===== src/rtl/single_log_table_if.sv =====
// Operand/result stream bundle for the single-precision natural-log table.
// master drives operands, slave (the log block) returns results.
interface single_log_table_if #(
    parameter int BITS = 32
) ();
    logic            in_valid;
    logic [BITS-1:0] a;
    logic            out_valid;
    logic [BITS-1:0] c;

    modport master (output in_valid, a, input out_valid, c);
    modport slave  (input in_valid, a, output out_valid, c);
endinterface


===== src/rtl/single_log_table.sv =====
// Single-precision c = ln(a): ln(mantissa) by table lookup plus linear interpolation,
// plus e*ln2, renormalised to IEEE-754. Operand capture rank then four pipelined stages.
module single_log_table #(
    parameter int BITS  = 32,
    parameter int STEPS = 64
) (
    input  logic              clk,
    input  logic              reset,
    single_log_table_if.slave bus
);
    localparam int KW = $clog2(STEPS);
    localparam int FW = 23 - KW;
    localparam logic signed [41:0] LN2 = 42'sh0_B172_17F8;

    typedef enum logic [1:0] {
        CODE_NORMAL,
        CODE_NEG_INF,
        CODE_QNAN,
        CODE_POS_INF
    } code_t;

    if (BITS != 32 || STEPS < 16 || STEPS > 1024 || (STEPS & (STEPS - 1)) != 0) begin : g_bad_param
        $error("single_log_table: BITS must be 32, STEPS a power of 2 in 16..1024");
    end

    // Table entry round(ln(1 + i/STEPS) * 2^32); the rounding is done by hand so it
    // does not depend on how the tool rounds a real-to-integer cast.
    function automatic logic [31:0] ln_entry(int unsigned i);
        real    r;
        longint v;
        r = $ln(1.0 + real'(i) / real'(STEPS)) * 4294967296.0;
        v = longint'(r);
        if (real'(v) - r > 0.5)
            v = v - 1;
        else if (r - real'(v) >= 0.5)
            v = v + 1;
        return v[31:0];
    endfunction

    logic [31:0] ln_table [STEPS+1];

    for (genvar gi = 0; gi <= STEPS; gi++) begin : g_tbl
        localparam logic [31:0] ENTRY = ln_entry(gi);
        assign ln_table[gi] = ENTRY;
    end

    logic              in_v;
    logic [31:0]       in_a;

    logic              s1_valid;
    code_t             s1_code;
    logic [31:0]       s1_t0;
    logic [31:0]       s1_t1;
    logic [FW-1:0]     s1_f;
    logic signed [8:0] s1_e;

    logic              s2_valid;
    code_t             s2_code;
    logic [31:0]       s2_y;
    logic signed [8:0] s2_e;

    logic               s3_valid;
    code_t              s3_code;
    logic signed [41:0] s3_r;

    logic        out_valid_q;
    logic [31:0] c_q;

    // Stage 1: unpack and classify
    code_t       d1_code;
    logic [KW:0] idx0;
    logic [KW:0] idx1;
    logic [7:0]  exp_f;
    logic [22:0] man_f;

    always_comb begin
        exp_f = in_a[30:23];
        man_f = in_a[22:0];
        idx0  = {1'b0, man_f[22 -: KW]};
        idx1  = idx0 + (KW+1)'(1);
        if (exp_f == 8'hFF)
            d1_code = (man_f != '0 || in_a[31]) ? CODE_QNAN : CODE_POS_INF;
        else if (exp_f == 8'h00)
            d1_code = CODE_NEG_INF;
        else if (in_a[31])
            d1_code = CODE_QNAN;
        else
            d1_code = CODE_NORMAL;
    end

    // Stage 2: interpolate
    logic [31:0]    diff;
    logic [31+FW:0] prod;
    logic [31:0]    d2_y;

    always_comb begin
        diff = s1_t1 - s1_t0;
        prod = (32+FW)'(diff) * (32+FW)'(s1_f);
        d2_y = s1_t0 + prod[31+FW:FW];
    end

    // Stage 3: add exponent contribution
    logic signed [41:0] e_ext;
    logic signed [41:0] d3_r;

    always_comb begin
        e_ext = {{33{s2_e[8]}}, s2_e};
        d3_r  = e_ext * LN2 + $signed({10'b0, s2_y});
    end

    // Stage 4: renormalise |R| (bit 32 is the units bit) into a float
    logic [41:0] mag;
    logic [5:0]  lead;
    logic [62:0] wide;
    logic [22:0] mant;
    logic [31:0] d4_c;

    always_comb begin
        mag  = s3_r[41] ? 42'(-s3_r) : 42'(s3_r);
        lead = '0;
        for (int unsigned i = 0; i < 41; i++)
            if (mag[i]) lead = 6'(i);
        wide = {mag[39:0], 23'b0};
        mant = 23'(wide >> lead);
        case (s3_code)
            CODE_NEG_INF: d4_c = 32'hFF80_0000;
            CODE_QNAN:    d4_c = 32'h7FC0_0000;
            CODE_POS_INF: d4_c = 32'h7F80_0000;
            default:      d4_c = (mag == '0) ? '0 : {s3_r[41], 8'(lead) + 8'd95, mant};
        endcase
    end

    always_ff @(posedge clk or posedge reset) begin
        if (reset) begin
            in_v        <= 1'b0;
            in_a        <= '0;
            s1_valid    <= 1'b0;
            s1_code     <= CODE_NORMAL;
            s1_t0       <= '0;
            s1_t1       <= '0;
            s1_f        <= '0;
            s1_e        <= '0;
            s2_valid    <= 1'b0;
            s2_code     <= CODE_NORMAL;
            s2_y        <= '0;
            s2_e        <= '0;
            s3_valid    <= 1'b0;
            s3_code     <= CODE_NORMAL;
            s3_r        <= '0;
            out_valid_q <= 1'b0;
            c_q         <= '0;
        end else begin
            in_v        <= bus.in_valid;
            in_a        <= bus.a;

            s1_valid    <= in_v;
            s1_code     <= d1_code;
            s1_t0       <= ln_table[idx0];
            s1_t1       <= ln_table[idx1];
            s1_f        <= man_f[FW-1:0];
            s1_e        <= $signed({1'b0, exp_f}) - 9'sd127;

            s2_valid    <= s1_valid;
            s2_code     <= s1_code;
            s2_y        <= d2_y;
            s2_e        <= s1_e;

            s3_valid    <= s2_valid;
            s3_code     <= s2_code;
            s3_r        <= d3_r;

            out_valid_q <= s3_valid;
            if (s3_valid)
                c_q <= d4_c;
        end
    end

    assign bus.out_valid = out_valid_q;
    assign bus.c         = c_q;
endmodule


===== src/flat_wrapper.sv =====
// flat-port wrapper written by rule: the top's interface ports become plain ports
module single_log_table_flat 
#(
    parameter int BITS  = 32,
    parameter int STEPS = 64
)
  (clk, reset, bus_in_valid, bus_a, bus_out_valid, bus_c);
  single_log_table_if #(.BITS(BITS)) bus_i ();
  input  logic clk;
  input  logic reset;
  input wire logic [$bits(bus_i.in_valid)-1:0] bus_in_valid;
  input wire logic [$bits(bus_i.a)-1:0] bus_a;
  output wire logic [$bits(bus_i.out_valid)-1:0] bus_out_valid;
  output wire logic [$bits(bus_i.c)-1:0] bus_c;
  assign bus_i.in_valid = bus_in_valid;
  assign bus_i.a = bus_a;
  assign bus_out_valid = bus_i.out_valid;
  assign bus_c = bus_i.c;
  single_log_table #(.BITS(BITS), .STEPS(STEPS)) u_core (.clk(clk), .reset(reset), .bus(bus_i));
endmodule

===== config.mk =====
export PLATFORM = sky130hd
export DESIGN_NAME = single_log_table_flat
export DESIGN_NICKNAME = d
export VERILOG_FILES = /design/src/rtl/single_log_table_if.sv /design/src/rtl/single_log_table.sv /design/src/flat_wrapper.sv
export SDC_FILE = /design/constraint.sdc
export NUM_CORES = 2
export LEC_CHECK = 0
export BUFFER_PORTS_ARGS = -buffer_cell sky130_fd_sc_hd__buf_4
export CORE_ASPECT_RATIO = 1.1
export CORE_MARGIN = 2
export CORE_UTILIZATION = 40
export CTS_BUF_LIST = sky130_fd_sc_hd__clkbuf_4 sky130_fd_sc_hd__clkbuf_8 sky130_fd_sc_hd__clkbuf_16
export CTS_CLUSTER_DIAMETER = 50
export DETAILED_ROUTE_END_ITERATION = 6
export PLACE_DENSITY = 0.57
export SLEW_MARGIN = 20
export SYNTH_ARGS = -nofsm -noshare
export SYNTH_HDL_FRONTEND = slang
export SYNTH_SLANG_ARGS = --single-unit

===== constraint.sdc =====
create_clock -name clk -period 31.8 [get_ports clk]
set_input_delay 6.36 -clock clk [delete_from_list [all_inputs] [get_ports clk]]
set_output_delay 6.36 -clock clk [all_outputs]
set_load 0.02 [all_outputs]

==> out/qor.yml <==
worst-path-stages: 51
start_util: 0.4032
clk_pin_slew_ns: 0.05
cts_buffers: 40
setup_viol: 0
critPathKind: "flip-flop to flip-flop"
io_pins: 68
rsz0062_at_grt: "false"
avgViaCountPerCell: 5.742
hold_path_depth: 0
drtPass1Iterations: 7
syn_area_um2: 43280
required_ns: 32.29
max_stage_delay_ns: 0.73
synthTopCellsByArea: "fa_1 (24%), dfrtp_1 (14%), ha_1 (11%)"
drc_errors: 1
grt_pass1_vias: 38320
drtAntennaViolNets: 0
grt-ovfl-total: 0
cts_resized: 0
coreArea_um2: 107400
fin_tns_setup_ns: 0
cts_hold_buf: 0
hold_path.class: "flip-flop to flip-flop"
die_y_um: 349.0
clk_latency_ns: 0.60
worst_pin_slew_ns: 1.120
path_buf_inv: 5
antenna_found_initial: 4
syn_nets: 6129
yosysTopAreaCell: "fa_1"
fin_crit_sh: 0.3809
yosysSeqAreaShare: 0.1434
max_freq_mhz: 82.57
maxSlewHeadroom: 0.2506
ys_ff_latch: 248
grt_pass1_wl_um: 222400
slew_violations: 0
clockBufferDepth: 3
async_reset_ff_frac: 1.000
vias: 37530
routabilityCongestion: 0.9642
yosys_warnings: 0
synth_top_flop_cell: "dfrtp_1"
synthTopCellsByCount: "inv_1 (697), nand2_1 (628), fa_1 (517), ha_1 (376), nor2_1 (291)"
clock_tree.root_cell: "clkbuf_16"
fillers: 10650
fin_area_um2: 46500
clock_sinks: 248
dp_hpwl_um: 106600
h-tree-depth: 2
synth_top_area_frac: 0.2391
die-area_um2: 110900
cts_setup_buffers: 0
finClkSkew_ns: 0.02900
synth_edf_count: 0
final-hold-violation-count: 0
grtUsageTotal: 0.2535
ff2ff_path_depth: 51
drive_gt1_frac: 0.06944
place.port_buffers: 67
wl_per_cell_um: 21.44
cts_tree: "done"
post_synth.cell_area_avg_um2: 8.322
synth.most_common_cell: "inv_1"
start_kind: "flip-flop"
period_needed_ns: 12.11
place_area_um2: 45100
crit_family: "compound AO/OA/AOI/OAI gates"
die_w_um: 317.6
violations: "DRC"
wl_um: 140100
grt_max_degree: 83
final_nets: 6024
worst-path-max-fanout: 17
end_kind: "flip-flop"
crit_arrival_ns: 12.61
synthCells: 5201
critPathSlowestCell: "o311ai_0"
status: "complete, but fails checks"
area.growth.synth_to_final_pct: 7.432
drtIter0Drc: 3275
synth_cell_types: 102
cap_violations: 0
rows: 126
==> cells by family after synthesis <==
| logic type | Yosys count | share of synthesized area |
|---|---|---|
| DFF | 248 | 0.1434 |
| muxes | 106 | 0.02645 |
| adders and majority gates | 894 | 0.3480 |
| AOI/OAI and AO/OA | 1112 | 0.1721 |
| xor gates and xnor gates | 210 | 0.04284 |
| buffers and inverters | 1008 | 0.08993 |
| and+or+nand+nor | 1623 | 0.1772 |
==> through the flow <==
stage,std cells,setup WS [ns],hold WS [ns],utilization
floorplan,5201,18.63,0.3312,-
global placement,6462,19.97,0.3326,0.4201
detailed placement,6462,19.74,0.3347,0.4201
CTS,6535,19.69,0.3469,0.4330
global route,6535,18.55,0.3542,0.4331
finish,6536,19.69,0.3449,0.4331
==> cell type report <==
type,count,area [um2],area share
Inverter,701,2639,0.05675
Multi-Input combinational cell,3945,33280,0.7158
Tap cell,1408,1762,0.03789
Timing Repair Buffer,160,1201,0.02583
Antenna cell,1,2.502,0.00005382
Sequential cell,248,6222,0.1338
Clock buffer,44,1044,0.02244
Clock inverter,29,345.3,0.007427
==> registers in the layout, indices dropped and copies added, names as in the netlist <==
| name | count |
|---|---|
| u_core.in_v | 1 |
| u_core.s2_y | 32 |
| u_core.bus.out_valid | 1 |
| u_core.in_a | 32 |
| u_core.s1_t1 | 32 |
| u_core.s1_t0 | 32 |
| u_core.bus.c | 32 |
| u_core.s2_e | 9 |
| u_core.s3_r | 42 |
| u_core.s1_valid | 1 |
| u_core.s1_code | 2 |
| u_core.s2_code | 2 |
| u_core.s1_f | 17 |
| u_core.s1_e | 9 |
| u_core.s2_valid | 1 |
| u_core.s3_valid | 1 |
| u_core.s3_code | 2 |
==> metal layers <==
layer / vias to the layer above / global-route usage / part of all wire
li1: 17240 / - / -
met1: 18590 / 0.3221 / 0.41
met2: 1348 / 0.4295 / 0.48
met3: 343 / 0.03112 / 0.057
met4: 4 / 0.1212 / 0.050
met5: - / 0 / 0.00019
==> worst paths after layout <==
path	startpoint	to	slack, ns
max	u_core.s1_t0[1]	u_core.s2_y[31]	19.69
min	u_core.s2_y[0]	u_core.s3_r[0]	0.34
max reg2reg	u_core.s1_t0[1]	u_core.s2_y[31]	19.69
min reg2reg	u_core.s2_y[0]	u_core.s3_r[0]	0.34
max in group asynchronous	reset	u_core.s3_r[41]	23.91
min in group asynchronous	reset	u_core.bus.c[30]	5.82
==> placed cells by master, fill, tap and decap left out, drive strengths merged, types with 21 or more instances in the layout <==
cell type,n
a211oi,66
a21o,48
a21oi,283
a221oi,24
a31oi,37
and2,189
and3,24
buf,160
clkbuf,44
dfrtp,248
fa,517
ha,376
inv,711
mux2,37
mux2i,66
nand2,629
nand2b,67
nand3,99
nand4,22
nor2,291
nor2b,52
nor3,135
nor4,23
o211ai,60
o21a,49
o21ai,246
o221ai,21
o22ai,24
o31ai,25
or2,21
or3,30
xnor2,142
xor2,68
Power is left out: the tool's default activity adds up to more than one toggle a clock period on the data nets, which glitch-free logic cannot reach.
